File: config.mk
export PLATFORM = sky130hd
export DESIGN_NAME = pixel_unpacker_flat
export DESIGN_NICKNAME = d
export VERILOG_FILES = /design/src/rtl/pixel_unpacker_pkg.sv /design/src/rtl/pixel_unpacker_if.sv /design/src/rtl/pixel_byte_select.sv /design/src/rtl/pixel_unpacker.sv /design/src/flat_wrapper.sv
export SDC_FILE = /design/constraint.sdc
export NUM_CORES = 1
export LEC_CHECK = 0
export ABC_AREA = 0
export CAP_MARGIN = 25
export CELL_PAD_IN_SITES_DETAIL_PLACEMENT = 0
export CELL_PAD_IN_SITES_GLOBAL_PLACEMENT = 1
export CORE_MARGIN = 1
export CORE_UTILIZATION = 39
export DETAILED_ROUTE_END_ITERATION = 8
export GPL_TIMING_DRIVEN = 0
export HOLD_SLACK_MARGIN = 0.05
export PLACE_DENSITY_LB_ADDON = 0.15
export SLEW_MARGIN = 10
export SYNTH_ARGS = -nofsm -noshare
export SYNTH_HDL_FRONTEND = slang
export SYNTH_SLANG_ARGS = --single-unit
File: constraint.sdc
create_clock -name clock -period 2.48 [get_ports clock]
set_input_delay 0.248 -clock clock [delete_from_list [all_inputs] [get_ports clock]]
set_output_delay 0.248 -clock clock [all_outputs]
set_load 0.005 [all_outputs]
File: src/rtl/pixel_unpacker_pkg.sv
// Shared types and constants for the pixel unpacker.
// The FSM state type, byte geometry and the default frame size live here.
package pixel_unpacker_pkg;

  localparam int BYTES_PER_WORD     = 4;
  localparam int DEFAULT_WORD_COUNT = 32'h41EC;
  localparam int WORD_IDX_W         = 17;
  localparam int BYTE_IDX_W         = 2;
  localparam int PIX_IDX_W          = WORD_IDX_W + BYTE_IDX_W;

  // IDLE waits for start, READ strobes memory, WAIT captures the word,
  // EMIT writes four pixels, DONE pulses the end-of-frame flag.
  typedef enum logic [2:0] {
    ST_IDLE = 3'd0,
    ST_READ = 3'd1,
    ST_WAIT = 3'd2,
    ST_EMIT = 3'd3,
    ST_DONE = 3'd4
  } state_t;

  // Framebuffer pixel index of byte b inside word w.
  function automatic logic [PIX_IDX_W-1:0] make_pix(
    input logic [WORD_IDX_W-1:0] w,
    input logic [BYTE_IDX_W-1:0] b
  );
    return {w, b};
  endfunction

endpackage

File: src/rtl/pixel_unpacker_if.sv
// Memory-read and framebuffer-write bus of the pixel unpacker.
// Memory side: mem_read is a one-cycle strobe with memory_address; the slave
// presents data_memory during the following cycle (no backpressure).
// Framebuffer side: writeData qualifies vga_datain/pix_address, one pixel per
// cycle; the framebuffer always accepts (no ready).
interface pixel_unpacker_if #(
  parameter int PIX_W = 19
);
  logic [16:0]      memory_address;
  logic             mem_read;
  logic [31:0]      data_memory;
  logic [7:0]       vga_datain;
  logic [PIX_W-1:0] pix_address;
  logic             writeData;

  modport master (
    output memory_address,
    output mem_read,
    input  data_memory,
    output vga_datain,
    output pix_address,
    output writeData
  );

  modport slave (
    input  memory_address,
    input  mem_read,
    output data_memory,
    input  vga_datain,
    input  pix_address,
    input  writeData
  );
endinterface

File: src/rtl/pixel_byte_select.sv
// Combinational 32-to-8 byte mux.
// Default order is LSB first (index 0 -> bits [7:0]); defining
// PIXEL_UNPACKER_MSB_FIRST_EN makes index 0 select bits [31:24].
module pixel_byte_select
  import pixel_unpacker_pkg::*;
(
  input  logic [31:0]           i_word,
  input  logic [BYTE_IDX_W-1:0] i_idx,
  output logic [7:0]            o_byte
);

  // Pick one byte of the word by position.
  always_comb begin
    o_byte = 8'h00;
    case (i_idx)
`ifdef PIXEL_UNPACKER_MSB_FIRST_EN
      2'd0: o_byte = i_word[31:24];
      2'd1: o_byte = i_word[23:16];
      2'd2: o_byte = i_word[15:8];
      2'd3: o_byte = i_word[7:0];
`else
      2'd0: o_byte = i_word[7:0];
      2'd1: o_byte = i_word[15:8];
      2'd2: o_byte = i_word[23:16];
      2'd3: o_byte = i_word[31:24];
`endif
      default: o_byte = 8'h00;
    endcase
  end

endmodule

File: src/rtl/pixel_unpacker.sv
// Pixel unpacker: reads WORD_COUNT 32-bit words and writes each as four
// 8-bit pixels to a VGA framebuffer, one pixel per cycle.
// Optional macro PIXEL_UNPACKER_MSB_FIRST_EN selects MSB-first byte order.
// All strobes and pixel outputs are registered from next-state values so
// they change only on the clock edge.
module pixel_unpacker
  import pixel_unpacker_pkg::*;
#(
  parameter int WORD_COUNT = DEFAULT_WORD_COUNT,
  parameter int PIX_W      = 19
) (
  input  logic             clock,
  input  logic             resetn,
  input  logic             start,
  output logic             busy,
  output logic             done,
  output state_t           o_dbg_state,
  pixel_unpacker_if.master bus
);

  localparam logic [WORD_IDX_W-1:0] LAST_WORD = WORD_IDX_W'(WORD_COUNT - 1);
  localparam logic [BYTE_IDX_W-1:0] LAST_BYTE = BYTE_IDX_W'(BYTES_PER_WORD - 1);

  state_t                r_state;
  logic [WORD_IDX_W-1:0] r_word_idx;
  logic [BYTE_IDX_W-1:0] r_byte_idx;
  logic [31:0]           r_word;
  logic                  r_write;
  logic                  r_mem_read;
  logic                  r_done;
  logic [7:0]            r_vga;
  logic [PIX_IDX_W-1:0]  r_pix;

  state_t                w_state_nxt;
  logic [WORD_IDX_W-1:0] w_word_idx_nxt;
  logic [BYTE_IDX_W-1:0] w_byte_idx_nxt;
  logic [31:0]           w_word_nxt;
  logic                  w_write_nxt;
  logic                  w_mem_read_nxt;
  logic                  w_done_nxt;
  logic [7:0]            w_sel_byte;

  // The mux looks at the next word/byte so the registered pixel lines up
  // with the registered writeData on the same edge.
  pixel_byte_select u_byte_select (
    .i_word (w_word_nxt),
    .i_idx  (w_byte_idx_nxt),
    .o_byte (w_sel_byte)
  );

  // Next-state, counter and strobe decode.
  always_comb begin
    w_state_nxt    = r_state;
    w_word_idx_nxt = r_word_idx;
    w_byte_idx_nxt = r_byte_idx;
    w_word_nxt     = r_word;
    case (r_state)
      ST_IDLE: begin
        if (start) begin
          w_state_nxt    = ST_READ;
          w_word_idx_nxt = '0;
        end
      end
      ST_READ: begin
        w_state_nxt = ST_WAIT;
      end
      ST_WAIT: begin
        w_state_nxt    = ST_EMIT;
        w_byte_idx_nxt = '0;
        w_word_nxt     = bus.data_memory;
      end
      ST_EMIT: begin
        // The 2-bit byte index wraps back to 0 after byte 3.
        w_byte_idx_nxt = r_byte_idx + 1'b1;
        if (r_byte_idx == LAST_BYTE) begin
          if (r_word_idx == LAST_WORD) begin
            w_state_nxt = ST_DONE;
          end else begin
            w_state_nxt    = ST_READ;
            w_word_idx_nxt = r_word_idx + 1'b1;
          end
        end
      end
      ST_DONE: begin
        w_state_nxt    = ST_IDLE;
        w_word_idx_nxt = '0;
      end
      default: begin
        w_state_nxt = ST_IDLE;
      end
    endcase
    w_write_nxt    = (w_state_nxt == ST_EMIT);
    w_mem_read_nxt = (w_state_nxt == ST_READ);
    w_done_nxt     = (w_state_nxt == ST_DONE);
  end

  // State, counters, captured word and registered outputs.
  always_ff @(posedge clock or negedge resetn) begin
    if (!resetn) begin
      r_state    <= ST_IDLE;
      r_word_idx <= '0;
      r_byte_idx <= '0;
      r_word     <= '0;
      r_write    <= 1'b0;
      r_mem_read <= 1'b0;
      r_done     <= 1'b0;
      r_vga      <= '0;
      r_pix      <= '0;
    end else begin
      r_state    <= w_state_nxt;
      r_word_idx <= w_word_idx_nxt;
      r_byte_idx <= w_byte_idx_nxt;
      r_word     <= w_word_nxt;
      r_write    <= w_write_nxt;
      r_mem_read <= w_mem_read_nxt;
      r_done     <= w_done_nxt;
      // Pixel lines hold their last value outside EMIT.
      if (w_write_nxt) begin
        r_vga <= w_sel_byte;
        r_pix <= make_pix(w_word_idx_nxt, w_byte_idx_nxt);
      end
    end
  end

  assign bus.memory_address = r_word_idx;
  assign bus.mem_read       = r_mem_read;
  assign bus.writeData      = r_write;
  assign bus.vga_datain     = r_vga;
  assign bus.pix_address    = PIX_W'(r_pix);
  assign done               = r_done;
  assign busy               = (r_state != ST_IDLE);
  assign o_dbg_state        = r_state;

endmodule

File: src/flat_wrapper.sv
// flat-port wrapper written by rule: the top's interface ports become plain ports
module pixel_unpacker_flat import pixel_unpacker_pkg::*;
#(
  parameter int WORD_COUNT = DEFAULT_WORD_COUNT,
  parameter int PIX_W      = 19
)
  (clock, resetn, start, busy, done, o_dbg_state, bus_memory_address, bus_mem_read, bus_data_memory, bus_vga_datain, bus_pix_address, bus_writeData);
  pixel_unpacker_if #(.PIX_W(PIX_W)) bus_i ();
  input  logic clock;
  input  logic resetn;
  input  logic start;
  output logic busy;
  output logic done;
  output state_t o_dbg_state;
  output wire logic [$bits(bus_i.memory_address)-1:0] bus_memory_address;
  output wire logic [$bits(bus_i.mem_read)-1:0] bus_mem_read;
  input wire logic [$bits(bus_i.data_memory)-1:0] bus_data_memory;
  output wire logic [$bits(bus_i.vga_datain)-1:0] bus_vga_datain;
  output wire logic [$bits(bus_i.pix_address)-1:0] bus_pix_address;
  output wire logic [$bits(bus_i.writeData)-1:0] bus_writeData;
  assign bus_memory_address = bus_i.memory_address;
  assign bus_mem_read = bus_i.mem_read;
  assign bus_i.data_memory = bus_data_memory;
  assign bus_vga_datain = bus_i.vga_datain;
  assign bus_pix_address = bus_i.pix_address;
  assign bus_writeData = bus_i.writeData;
  pixel_unpacker #(.WORD_COUNT(WORD_COUNT), .PIX_W(PIX_W)) u_core (.clock(clock), .resetn(resetn), .start(start), .busy(busy), .done(done), .o_dbg_state(o_dbg_state), .bus(bus_i));
endmodule
* Word level (Yosys, flattened, before mapping)
Cells that the tools add are included.
Word-level totals: register bits 84, logic and storage cells 37, output and inout port bits 51, input bits 35
Cells by class: $add $sub $neg 2, equality and inequality tests 12, reduce and logical (&&, ||, !) cells 3, muxes and demuxes 11
Operators with widths (count):
- $mux 17 | 3
- $pmux 17 s3 | 1
- $mux 32 | 1
- $pmux 8 s4 | 1
- $add 17x1->17 const B | 1
- $eq 17x15->1 const B | 1
- $pmux 3 s4 | 1
- $eq 3x2->1 const B | 3
- $mux 3 | 3
- $eq 2x2->1 const B | 3
- $eq 3x1->1 const B | 2
- $eq 3x3->1 const B | 2
- $pmux 2 s2 | 1
- $logic_not 3->1 | 1
- $reduce_bool 3->1 | 1
- $add 2x1->2 const B | 1
- $eq 2x1->1 const B | 1
- $logic_not 2->1 | 1

* Depth between registers and ports, before layout
word-level depth 5, gate-level depth with buffers 8, gate-level depth less buffers 6

* By module
From an unflattened synthesis, not the netlist that was laid out.
Unflattened totals: cell total of the unflattened synthesis 286, area, all modules 3743.6 µm²
By module, submodules not included:
- pixel_unpacker | seq. area each 2102.0 µm², times used 1, cells an instance 276, area each 3547.2 µm²
- pixel_byte_select | seq. area each 0.0 µm², times used 1, cells an instance 10, area each 196.4 µm²

* Worst setup path after synthesis
OpenSTA, ideal clock, no wires.
path kind register to register, start reg u_core.r_byte_idx[1], end reg u_core.r_vga[0] (netlist: u_core.bus.vga_datain[0]), cell stages (with the launch flop) 6, setup time 0.126 ns, slack 0.467 ns, path buffers 0, required time 2.354 ns, clock period less this slack 2.013 ns, arrival time 1.887 ns, path through dfrtp_1 -> ha_1 -> and4b_1 -> a21oi_4 -> mux2_1 -> a221o_1
On the way: longest elaborated chain between the ends 4, elaborated cells on any way between the ends 11, classes of those cells add/sub: 1; eq/ne: 5; mux: 4; reduce/logical: 1
RTL lines:
- start: declaration | line pixel_unpacker.sv:26 | logic [BYTE_IDX_W-1:0] r_byte_idx;
- start signal: assignment | line pixel_unpacker.sv:112 | r_byte_idx <= w_byte_idx_nxt;
- $add 2x1->2 / $eq 2x2->1 (equally long branches) | line pixel_unpacker.sv:74, pixel_unpacker.sv:75
- $pmux 2 s2 / $mux 3 (equally long branches) | line pixel_unpacker.sv:57, pixel_unpacker.sv:75
- $eq 2x2->1, or another cell as far along | line pixel_byte_select.sv:15 | case (i_idx)
- $pmux 8 s4 / $eq 3x2->1 (equally long branches) | line pixel_byte_select.sv:15, pixel_unpacker.sv:92
- end signal: assignment | line pixel_unpacker.sv:119 | r_vga <= w_sel_byte;
- end: declaration | line pixel_unpacker.sv:31 | logic [7:0] r_vga;
Several ways; a longest one is shown, not always the timed one. A chain may end at the register's enable or synchronous reset.

* Worst setup path in the final report
start reg u_core.r_byte_idx[1], end reg u_core.r_vga[5] (netlist: u_core.bus.vga_datain[5])
The elaborated chain is that of the path after synthesis.

==> flow_metrics.py <==
metrics = {
    "power_and_ir_drop": {
        "net-switching-power_uw": 2470,
        "internal-power_uw": 4220,
        "power_frac_seq_pct": 37.0,
        "p_sw_share_pct": 37.0,
        "power_uw": 6690,
        "p_comb_share_pct": 46.7,
        "clockPowerShare_pct": 16.3,
        "max-vdd-ir-drop_mv": 0.488,
        "powerDensity_nw_per_um2": 1330,
        "p_leak_uw": 0.00218,
    },
    "global_routing": {
        "grt_pass1_wl_um": 14600,
        "grt_overflow": 0,
        "grt_max_degree": 57,
        "grt_use_total_pct": 19.1,
        "grt_pass1_vias": 2865,
        "antenna_found_initial": 0,
    },
    "worst_setup_path": {
        "timing.rr.start": "u_core.r_byte_idx[1]",
        "required_ns": 2.71,
        "worst_setup_path_end_kind": "flop",
        "max_stage_delay_ns": 0.47,
        "worstPathArrival_ns": 2.58,
        "reg2reg_slack_ns": 0.14,
        "path_class": "flop to flop",
        "crit_path_max_fanout": 10,
        "crit_chain": "ha_1, and4b_1, a21oi_4, buf_4, o21ai_2, o221ai_1, nand3_1",
        "worst_path_dominant_cell_family": "compound AO/OA/AOI/OAI gates",
        "r2r-end": "u_core.bus.vga_datain[5]",
        "worst-path-buf-inv": 1,
        "rr_worst_depth": 7,
        "cp-start-kind": "flop",
        "cpMaxStageDelayCell": "dfrtp_1",
        "critPathLaunch": "u_core.r_byte_idx[1]",
    },
    "clocking": {
        "cts_max_level": 3,
        "tritoncts": "done",
        "cts_sinks": 84,
        "cts_root_buffer": "clkbuf_8",
        "clkTransAtPathRegs_ns": 0.08,
        "cts_buffer_depth": 2,
        "clk_latency_ns": 0.36,
        "cts_made_buffers": 9,
    },
    "synthesis": {
        "syn_area_sq_um": 3770,
        "ys_ff_latch": 84,
        "yosysTopAreaCell": "dfrtp_1",
        "syn_area_per_cell_sq_um": 11.0,
        "syn_nets": 379,
        "seq_area_frac_synth_pct": 55.8,
        "async_flop_share_pct": 100,
        "ys_warn_count": 0,
        "yosysUniqueCellTypes": 50,
        "synthCells": 342,
        "ys.flop_type": "dfrtp_1",
        "synth_edf_count": 0,
        "synth_area_leaders": "dfrtp_1 (56%), nand2_1 (7.5%), mux2_1 (6.6%), mux2_2 (3.6%), nand3_1 (3.2%)",
        "synth.top_cell.area_share_pct": 55.8,
    },
    "route": {
        "via_per_inst": 5.12,
        "routedWlPerCell_um": 15.4,
        "antenna_left": 0,
        "drc": 0,
        "drt_first_iter_violations": 125,
        "wirelength_um": 8830,
        "dr.pass1.iters": 4,
        "vias": 2941,
    },
    "timing": {
        "period_share_pct": 94.5,
        "rsz0062_at_grt": "false",
        "whs_ns": 0.360,
        "hold_violations": 0,
        "timing.fmax_mhz": 427,
        "drv_slew": 0,
        "fin_crit_ns": 2.34,
        "worst_pin_slew_ns": 0.675,
        "slew_headroom_pct": 54.7,
        "skew_ns": 0.0106,
        "finalSetupViolCount": 0,
    },
    "placement": {
        "dp_hpwl_um": 6290,
        "place_congestion": 0.793,
        "port_buffers": 85,
        "placed_area_sq_um": 4800,
    },
    "job": {
        "drv_cap": 0,
    },
    "die": {
        "rows": 35,
        "die_y_um": 100,
        "die_area_sq_um": 10100,
        "ios": 86,
        "die_w_um": 100,
        "start_util_pct": 40.6,
        "coreArea_sq_um": 9280,
    },
    "worst_hold_path": {
        "worstHoldPathType": "input port to async pin",
    },
    "outcome": {
        "outcome": "finished clean",
    },
    "cells_and_area": {
        "nFillCells": 893,
        "nets": 477,
        "drive_above_1_share_pct": 11.5,
        "syn_to_final_growth_pct": 33.8,
        "fin_area_sq_um": 5040,
        "fin_util_pct": 54.3,
        "final-seq-area_sq_um": 2100,
        "n_antenna_cell": 0,
        "multi_input_area_sq_um": 1550,
        "mostFrequentLayoutCells": "clkdlybuf4s50_1 (84), dfrtp_1 (84), nand2_1 (75)",
    },
}
[routing by layer]
metal / vias to the layer above / track usage (%) / wire length (um)
met5: - / 0 / 0
met4: 0 / 5.69 / 82
met3: 7 / 4.67 / 526
met2: 82 / 27.6 / 3920
met1: 1436 / 28.2 / 4300
li1: 1416 / - / -
[cell type report]
| cell class | instances | area share, % |
|---|---|---|
| flip-flops and latches | 84 | 41.7 |
| multi-input cells | 236 | 30.8 |
| plain buffers | 18 | 1.94 |
| well taps | 129 | 3.20 |
| inverters | 4 | 0.298 |
| clock inverters | 6 | 1.74 |
| repair buffers | 87 | 17.6 |
| clock buffers | 10 | 2.73 |
[worst max path at each step]
stage / to / slack [ns] / depth (start not counted)
after floorplan: u_core.bus.vga_datain[0] / 0.47 / 5
after global placement: u_core.bus.writeData / -1.95 / 1
after detailed placement: u_core.bus.vga_datain[7] / 0.17 / 7
after CTS: busy / 0.06 / 4
after global routing: u_core.bus.vga_datain[6] / 0.07 / 7
final: u_core.bus.vga_datain[5] / 0.14 / 7
[registers in the layout (all words and copies together) (netlist names)]
| name | flops |
|---|---|
| u_core.bus.vga_datain | 8 |
| u_core.bus.mem_read | 1 |
| u_core.done | 1 |
| u_core.r_byte_idx | 2 |
| u_core.r_word | 32 |
| u_core.bus.memory_address | 17 |
| u_core.bus.writeData | 1 |
| u_core.bus.pix_address | 19 |
| u_core.o_dbg_state | 3 |
[power by group through the flow]
stage / logic (uW) / registers [uW] / clock network (uW)
final: 3120 / 2480 / 1090
after global routing: 3470 / 2570 / 1190
after CTS: 3160 / 2480 / 1130
after detailed placement: 3140 / 2500 / 0
after global placement: 3080 / 2490 / 0
after floorplan: 1850 / 2420 / 0
[logic make-up after synthesis]
family | after synthesis | synth area share [%]
simple gates | 143 | 18.9
flops | 84 | 55.8
compound gates | 47 | 8.93
mux | 43 | 12.6
buf+inv | 22 | 2.96
fa+ha+maj | 2 | 0.664
xor+xnor | 1 | 0.233
[cells in the mapped netlist, types with 2 or more instances]
| library cell | count |
|---|---|
| nand2_1 | 75 |
| mux2i_1 | 9 |
| clkbuf_1 | 8 |
| mux2_1 | 22 |
| or3_1 | 3 |
| dfrtp_1 | 84 |
| nand3_1 | 24 |
| o221ai_1 | 5 |
| nor3_1 | 5 |
| inv_1 | 2 |
| buf_4 | 4 |
| mux2_2 | 12 |
| and3_1 | 2 |
| ha_1 | 2 |
| a21o_1 | 2 |
| nand4_1 | 7 |
| inv_2 | 2 |
| nor2_1 | 6 |
| buf_2 | 5 |
| a21oi_1 | 4 |
| nor4_2 | 2 |
| nand2b_1 | 3 |
| a311oi_1 | 3 |
| a221o_1 | 7 |
| o21ai_0 | 7 |
| o21ai_1 | 12 |
| a31oi_1 | 2 |
[per-stage QoR]
step	cells	setup TNS, ns	setup slack, ns
2_1_floorplan	342	0	0.467
3_3_place_gp	556	-162.93	-1.95
3_5_place_dp	557	0	0.170
4_1_cts	574	0	0.0587
5_1_grt	574	0	0.0688
6_report	574	0	0.136
[what timing repair did]
item	in CTS	in global routing
hold endpoints to repair	28	0
setup buffers	0	0
hold buffers	1	0
setup endpoints to repair	0	1
gates resized for setup	0	2
No activity file was read; power rests on OpenSTA's default activity.
